<file path="src/rtl/peri_timer_ctrl.sv">
// Bus-side control stage for peri_timer: LOAD/CTRL/STATUS/COUNT registers,
// load-pulse sequencing with optional auto-reload, and a sticky maskable expiry interrupt.
module peri_timer_ctrl #(
  parameter int WIDTH = 32
) (
  input  logic             clk_i,
  input  logic             rst_ni,
  input  logic             we_i,
  input  logic [1:0]       addr_i,
  input  logic [WIDTH-1:0] data_i,
  output logic [WIDTH-1:0] data_o,
  output logic [WIDTH-1:0] timer_data_o,
  output logic             timer_load_o,
  input  logic [WIDTH-1:0] timer_cuenta_i,
  output logic             irq_o
);

  localparam logic [1:0] S_IDLE  = 2'd0;
  localparam logic [1:0] S_LOAD  = 2'd1;
  localparam logic [1:0] S_GUARD = 2'd2;
  localparam logic [1:0] S_RUN   = 2'd3;

  localparam logic [1:0] A_LOAD   = 2'd0;
  localparam logic [1:0] A_CTRL   = 2'd1;
  localparam logic [1:0] A_STATUS = 2'd2;
  localparam logic [1:0] A_COUNT  = 2'd3;

  logic [1:0]       r_state;
  logic [WIDTH-1:0] r_load_val;
  logic             r_en;
  logic             r_auto;
  logic             r_ie;
  logic             r_exp;
  logic             r_load_pulse;
  logic             r_irq;

  logic             w_load_wr;
  logic             w_ctrl_wr;
  logic             w_stat_wr;
  logic             w_abort;
  logic             w_cnt_zero;
  logic [1:0]       w_fsm_nxt;
  logic             w_fsm_expire;
  logic [1:0]       w_state_nxt;
  logic             w_expire;
  logic             w_en_nxt;
  logic             w_auto_nxt;
  logic             w_ie_nxt;
  logic             w_exp_nxt;

  assign w_load_wr  = we_i & (addr_i == A_LOAD);
  assign w_ctrl_wr  = we_i & (addr_i == A_CTRL);
  assign w_stat_wr  = we_i & (addr_i == A_STATUS);
  assign w_abort    = w_ctrl_wr & ~data_i[0];
  assign w_cnt_zero = (timer_cuenta_i == {WIDTH{1'b0}});

  // Sequencer next state; GUARD never looks at the count so a stale zero cannot expire.
  always_comb begin
    w_fsm_nxt    = r_state;
    w_fsm_expire = 1'b0;
    case (r_state)
      S_IDLE: begin
        if (r_en) begin
          w_fsm_nxt = S_LOAD;
        end else begin
          w_fsm_nxt = S_IDLE;
        end
      end
      S_LOAD:  w_fsm_nxt = S_GUARD;
      S_GUARD: w_fsm_nxt = S_RUN;
      S_RUN: begin
        if (w_cnt_zero) begin
          w_fsm_expire = 1'b1;
          w_fsm_nxt    = r_auto ? S_LOAD : S_IDLE;
        end else begin
          w_fsm_nxt    = S_RUN;
        end
      end
      default: w_fsm_nxt = S_IDLE;
    endcase
  end

  // A bus abort overrides whatever the sequencer wanted, including a same-cycle expiry.
  assign w_state_nxt = w_abort ? S_IDLE : w_fsm_nxt;
  assign w_expire    = w_fsm_expire & ~w_abort;

  // Control/status next values: bus EN beats auto-clear, expiry set beats W1C.
  always_comb begin
    w_en_nxt   = r_en;
    w_auto_nxt = r_auto;
    w_ie_nxt   = r_ie;
    w_exp_nxt  = r_exp;
    if (w_ctrl_wr) begin
      w_en_nxt   = data_i[0];
      w_auto_nxt = data_i[1];
      w_ie_nxt   = data_i[2];
    end else if (w_expire && !r_auto) begin
      w_en_nxt   = 1'b0;
    end else begin
      w_en_nxt   = r_en;
    end
    if (w_expire) begin
      w_exp_nxt = 1'b1;
    end else if (w_stat_wr && data_i[0]) begin
      w_exp_nxt = 1'b0;
    end else begin
      w_exp_nxt = r_exp;
    end
  end

  // State and register update.
  always_ff @(posedge clk_i or negedge rst_ni) begin
    if (!rst_ni) begin
      r_state      <= S_IDLE;
      r_load_val   <= {WIDTH{1'b0}};
      r_en         <= 1'b0;
      r_auto       <= 1'b0;
      r_ie         <= 1'b0;
      r_exp        <= 1'b0;
      r_load_pulse <= 1'b0;
      r_irq        <= 1'b0;
    end else begin
      r_state      <= w_state_nxt;
      r_en         <= w_en_nxt;
      r_auto       <= w_auto_nxt;
      r_ie         <= w_ie_nxt;
      r_exp        <= w_exp_nxt;
      r_load_pulse <= (w_state_nxt == S_LOAD);
      r_irq        <= w_exp_nxt & w_ie_nxt;
      if (w_load_wr) begin
        r_load_val <= data_i;
      end else begin
        r_load_val <= r_load_val;
      end
    end
  end

  // Bus read mux.
  always_comb begin
    data_o = {WIDTH{1'b0}};
    case (addr_i)
      A_LOAD:   data_o = r_load_val;
      A_CTRL:   data_o = {{(WIDTH-3){1'b0}}, r_ie, r_auto, r_en};
      A_STATUS: data_o = {{(WIDTH-2){1'b0}}, (r_state != S_IDLE), r_exp};
      A_COUNT:  data_o = timer_cuenta_i;
      default:  data_o = {WIDTH{1'b0}};
    endcase
  end

  assign timer_data_o = r_load_val;
  assign timer_load_o = r_load_pulse;
  assign irq_o        = r_irq;

endmodule

</file>
<file path="config.mk">
export PLATFORM = sky130hd
export DESIGN_NAME = peri_timer_ctrl
export DESIGN_NICKNAME = d
export VERILOG_FILES = /design/src/rtl/peri_timer_ctrl.sv
export SDC_FILE = /design/constraint.sdc
export NUM_CORES = 1
export LEC_CHECK = 0
export CAP_MARGIN = 20
export CORE_MARGIN = 2
export CORE_UTILIZATION = 32
export CTS_CLUSTER_DIAMETER = 120
export DETAILED_ROUTE_END_ITERATION = 6
export PLACE_DENSITY = 0.73
export SETUP_SLACK_MARGIN = 0.2
export SYNTH_ARGS = -nofsm -noshare
export SYNTH_HDL_FRONTEND = slang
export SYNTH_SLANG_ARGS = --single-unit
</file>
<file path="constraint.sdc">
create_clock -name clk_i -period 1.2 [get_ports clk_i]
set_input_delay 0.18 -clock clk_i [delete_from_list [all_inputs] [get_ports clk_i]]
set_output_delay 0.18 -clock clk_i [all_outputs]
set_load 0.005 [all_outputs]
</file>
==> metrics.txt <==
share of layout cells above drive strength 1 65.2%; failing checks negative setup slack; Max Fclk slightly above 600 MHz; Max rail drop VDD 0.000792 V; antenna violations before repair 0; Fin. Hold Viols 0; nets 488; Worst Path Arrival 1450 ps; YS warnings 0; most frequent cells in the layout buf_6 (109), buf_2 (40), dfrtp_1 (40), buf_4 (40); synthesized area per cell approximately 13 um^2; gpl congestion between 0.8 and 0.9; Cell Area, Synth approximately 2000 um^2; pre-CTS setup slack -798 ps; FP Rows 28; Crit Path Class register to output pin; I/O pins between 100 and 150; syn_nets about 220; GRT Overall Usage between 20% and 30%; largest net degree at the start of global routing approximately 40; vias in the first global route ~2600; met2 wire length approximately 5300 um; total gr overflow 0; status finished, violations left; CTS clk-pin slew, worst paths approximately 80 ps; Slew headroom roughly 70%; post-synthesis cell type count 27; Fin Clk Skew 5.56 ps; RSZ-0062 raised after global routing yes; # DRC 0; Vias 2505; Worst setup SP type register; area delta synth->final 155%; #FFs+latches synth 40; Horiz. Die Dim just over 80 um; Static Leak about 2.5 nW; DRT met1 WL about 4000 um; n_diodes 0; Die Y 83.2 um; CTS sink cnt 40; CTS buffer count 5; clock latency on the worst-skew pair approximately 290 ps; hold slack 381 ps; Req. time, crit path slightly above 1000 ps; met3 wire length 578 um; P per Cell Area 1060 nW/um^2; # Max-Cap Violations 0; Port-buffer cells between 100 and 150; Seq/Total Area, Yosys between 40% and 50%; global-route wire length before repair 14100 um; Starting Density about a third; setup TNS -12190 ps; die area between 6000 and 7000 um^2; drt first pass iters 4; Detail Placement HPWL between 5000 and 6000 um; core area around 6000 um^2; deepest clock path buffer count 2; Post-Syn Instances 155; CTS tree done; root buffer cell clkbuf_8; post-route minimum period between 1500 and 2000 ps; number of fill cells approximately 310; Routed Antenna Nets 0; WL/cell ~20 um; Worst setup EP type output pin; worst min path class input pin to asynchronous set/reset pin; critical path fanouts, max 2; Initial DRC Count 59; DR top layer met4; Max H-tree Level 2; final WL approximately 10000 um; placed cell areas ~3900 um^2; Final Worst Setup Slack -435 ps; final period utilization 136%; final-report setup violation count 75; most common cell after layout, fill and taps aside buf_6; Worst Tran Pin Value ~450 ps; Vias/cell 5.06; Design Area, Final a little over 5000 um^2; Final Max Tran Viols 0; Design Power 5.44 mW
[cell usage after synthesis]
cell       count  area [um^2]
a21oi_1        1         5.00
nand2_1        4         15.0
a22o_1        28          245
inv_1          4         15.0
nor3_1         3         15.0
nor4_2         4         50.1
buf_4          3         22.5
nand4_1        2         12.5
clkbuf_1       4         15.0
a22o_2         1         10.0
mux4_2         2         45.0
a311oi_1       2         17.5
nand3b_4       1         20.0
nor2_1         4         15.0
nand2b_1       1         6.26
mux2_1         1         11.3
dfrtp_1       40         1000
and2_1         2         12.5
nor4_1         4         25.0
o21ai_0        2         10.0
nor2b_1        1         6.26
mux2i_1        2         20.0
o41ai_2        1         16.3
mux2_2        32          360
nor2_2         1         6.26
o2bb2ai_1      1         8.76
buf_2          4         20.0
[flip-flops by register name, indices dropped and copies added (netlist names)]
register and cells:
irq_o 1, r_exp 1, timer_data_o 32, timer_load_o 1, r_auto 1, r_state 2
r_ie 1, r_en 1
[cells by family after synthesis]
family / share of synthesized area, %
AOI/OAI and AO/OA: 15.6
muxes: 21.8
and+or+nand+nor: 9.16
DFF: 49.9
buffers and inverters: 3.62
[path summary, 6_finish.rpt]
| kind | start | end | slack (ps) | depth (start not counted) |
|---|---|---|---|---|
| worst max-delay path | r_state[1] | data_o[1] | -430 | 4 |
| worst min-delay path | rst_ni | r_auto | 380 | 3 |
| worst max register to register | r_state[0] | r_en | -300 | 9 |
| max in group asynchronous | rst_ni | timer_data_o[25] | 610 | 3 |
| worst min register to register | timer_data_o[10] | timer_data_o[10] | 610 | 1 |
| min in group clk_i | timer_cuenta_i[7] | r_exp | 380 | 4 |
[metal layers]
metal  global-route usage [%]  up-vias
met4                     7.30        0
met1                     31.6     1254
met5                        0        -
met2                     45.5      108
li1                         -     1129
met3                     6.36       14
[timing repair]
item                       CTS  global route
setup endpoints to repair  106           102
resized for setup          465            29
setup buffers               51            17
hold endpoints to repair    40             0
gates cloned                 7             1
pin swaps                   28            29
hold buffers                 1             0
[where the power goes]
group / total, mW / switching [mW] / internal (mW) / leakage (nW)
logic: 2.72 / 0.834 / 1.88 / 1.98
registers: 1.76 / 0.184 / 1.57 / 0.474
clock network: 0.970 / 0.500 / 0.470 / 0.0455
total: 5.44 / 1.52 / 3.93 / 2.50
[critical path: stages (launching register included)]
cell and delay [ps]:
dfrtp_1 390, nor2_2 140, inv_1 60, mux4_2 430
buf_2 140
[layout make-up]
| type | instances | area, um^2 | share of cell area, % |
|---|---|---|---|
| repair buffers | 268 | 2710 | 52.8 |
| multi-input cells | 100 | 1220 | 23.8 |
| flip-flops and latches | 40 | 1000 | 19.5 |
| well taps | 75 | 93.8 | 1.83 |
| clock buffers | 8 | 90.1 | 1.76 |
| inverters | 4 | 15.0 | 0.293 |
[through the flow]
| step | instances | utilization (%) |
|---|---|---|
| 6_report | 495 | 85.5 |
| 5_1_grt | 495 | 85.5 |
| 4_1_cts | 477 | 81.1 |
| 3_5_place_dp | 410 | 65.6 |
| 3_3_place_gp | 410 | 65.6 |
| 2_1_floorplan | 155 | - |
No activity file was read; power rests on OpenSTA's default activity.
==> variant, RTL diff (same flow settings) <==
Register the output `data_o`, without a reset; this adds one clock of latency there. The other outputs are not delayed to match.
--- a/src/rtl/peri_timer_ctrl.sv
+++ b/src/rtl/peri_timer_ctrl.sv
@@ -24,6 +24,8 @@
   localparam logic [1:0] A_CTRL   = 2'd1;
   localparam logic [1:0] A_STATUS = 2'd2;
   localparam logic [1:0] A_COUNT  = 2'd3;
+
+  logic [WIDTH-1:0] data_d;
 
   logic [1:0]       r_state;
   logic [WIDTH-1:0] r_load_val;
@@ -137,13 +139,13 @@
 
   // Bus read mux.
   always_comb begin
-    data_o = {WIDTH{1'b0}};
+    data_d = {WIDTH{1'b0}};
     case (addr_i)
-      A_LOAD:   data_o = r_load_val;
-      A_CTRL:   data_o = {{(WIDTH-3){1'b0}}, r_ie, r_auto, r_en};
-      A_STATUS: data_o = {{(WIDTH-2){1'b0}}, (r_state != S_IDLE), r_exp};
-      A_COUNT:  data_o = timer_cuenta_i;
-      default:  data_o = {WIDTH{1'b0}};
+      A_LOAD:   data_d = r_load_val;
+      A_CTRL:   data_d = {{(WIDTH-3){1'b0}}, r_ie, r_auto, r_en};
+      A_STATUS: data_d = {{(WIDTH-2){1'b0}}, (r_state != S_IDLE), r_exp};
+      A_COUNT:  data_d = timer_cuenta_i;
+      default:  data_d = {WIDTH{1'b0}};
     endcase
   end
 
@@ -151,5 +153,9 @@
   assign timer_load_o = r_load_pulse;
   assign irq_o        = r_irq;
 
+  always_ff @(posedge clk_i) begin
+    data_o <= data_d;
+  end
+
 endmodule
 
Check against the original RTL: not equivalent (a bounded check fails within 4 cycles, from zero or initial values and one cycle with rst_ni low).
==> variant against the unedited design <==
Clock skew increased by 0.0038 ns. Area after synthesis grew 32%. Final area decreased by 3.5%. Routed wire length down 14%. Sequential cell count is 32 higher. Worst setup slack improved by 0.45 ns. Combinational power down 31%. Die area is 30% higher. Total power up 27%. Via count down 5.3%. Critical endpoint is now data_o[1].
==> variant: results (changes against the unedited design) <==
[run_status]
status=finished, final reports clean  ; was finished, violations left

[sta]
period_needed_ns=1.18  ; was 1.63 ns

[logic_synthesis]
syn-num-nets=255  ; was 224
avgSynthCellArea_um2=14.2  ; was 12.9 µm²
synthTopCellsByCount=40 x dfrtp_1, 32 x dfxtp_1, 28 x a22o_1, 27 x mux2_2, 6 x mux2_1  ; was 40 x dfrtp_1, 32 x mux2_2, 28 x a22o_1
yosysSeqAreaShare_pct=62.1  ; was 49.9%
synth.area.top_cells=dfrtp_1 38%, dfxtp_1 24%, mux2_2 12%  ; was dfrtp_1 50%, mux2_2 18%, a22o_1 12%

[critical_path]
r2r_slack_ns=0.02  ; was -0.30 ns
critical-path-max-stage-delay_ns=0.45  ; was 0.43 ns
endpoint=data_o[1]  ; unchanged
arrival_ns=1.39  ; was 1.45 ns

[finish]
drive_gt1_share_pct=58.8  ; was 65.2%
final_cells=518  ; was 495
multiInputGateArea_um2=1170  ; was 1220 µm²
nNetsFinal=477  ; was 488

[cts]
cts_max_level=3  ; was 2
clkLatencyLatePin_ns=0.34  ; was 0.29 ns

[power_and_ir_drop]
p_int_w=0.00522  ; was 0.00393 W
peakVddDrop_mv=0.718  ; was 0.792 mV
p_leak_nw=2.37  ; was 2.50 nW

[worst_hold_path]
hp-class=in -> reg  ; was in -> async

[route]
vias=2372  ; was 2505
drt-total-wl_um=8650  ; was 10100 µm

[place]
finalWeightedCongestion=0.775  ; was 0.807

[global_routing]
grt_usage_pct=18.9  ; was 25.9%
grt_pass1_wl_um=12700  ; was 14100 µm

==> variant: final cells by class <==
type	count	area share, %
inverter	4	0.304
clock buffer	13	3.01
multi-input combinational	99	23.6
sequential	72	33.3
timing repair buffer	222	35.8
clock inverter	3	1.32
tap	105	2.66
==> variant: how the worst min path moves through the flow <==
stage                        to  slack [ns]  depth (start not counted)
2_1_floorplan             irq_o       -0.12                          0
6_report             data_o[12]        0.06                          2
3_5_place_dp   timer_data_o[22]        0.17                          2
3_3_place_gp   timer_data_o[22]        0.17                          2
5_1_grt              data_o[12]        0.06                          2
4_1_cts              data_o[12]        0.05                          2
==> variant: metal layers <==
layer | up-vias | GRT usage, % | routed length (µm)
met5 | - | 0 | 0
met4 | 0 | 4.95 | 80
met3 | 8 | 5.19 | 554
met2 | 80 | 33.5 | 4420
met1 | 1149 | 22.7 | 3600
li1 | 1135 | - | -
==> variant: power groups by stage <==
stage	clock (W)	combinational (W)	sequential, W
after floorplan	0	0.000526	0.00301
after global placement	0	0.00161	0.00300
after detailed placement	0	0.00162	0.00301
after CTS	0.00213	0.00173	0.00290
after global routing	0.00225	0.00202	0.00295
final	0.00209	0.00189	0.00291
==> variant: kinds of logic after synthesis <==
logic type	after synthesis	share of synthesized area, %
buf+inv	15	3.17
mux	37	16.5
compound gates	35	11.6
simple gates	27	6.58
flops	72	62.1
==> variant: repair_timing <==
item / CTS / global route
hold buffers: 1 / 0
cloned: 2 / 0
gates resized for setup: 367 / 36
buffers inserted: 42 / 11
setup endpoints to repair: 138 / 56
hold endpoints to repair: 40 / 0
pin swaps: 17 / 12
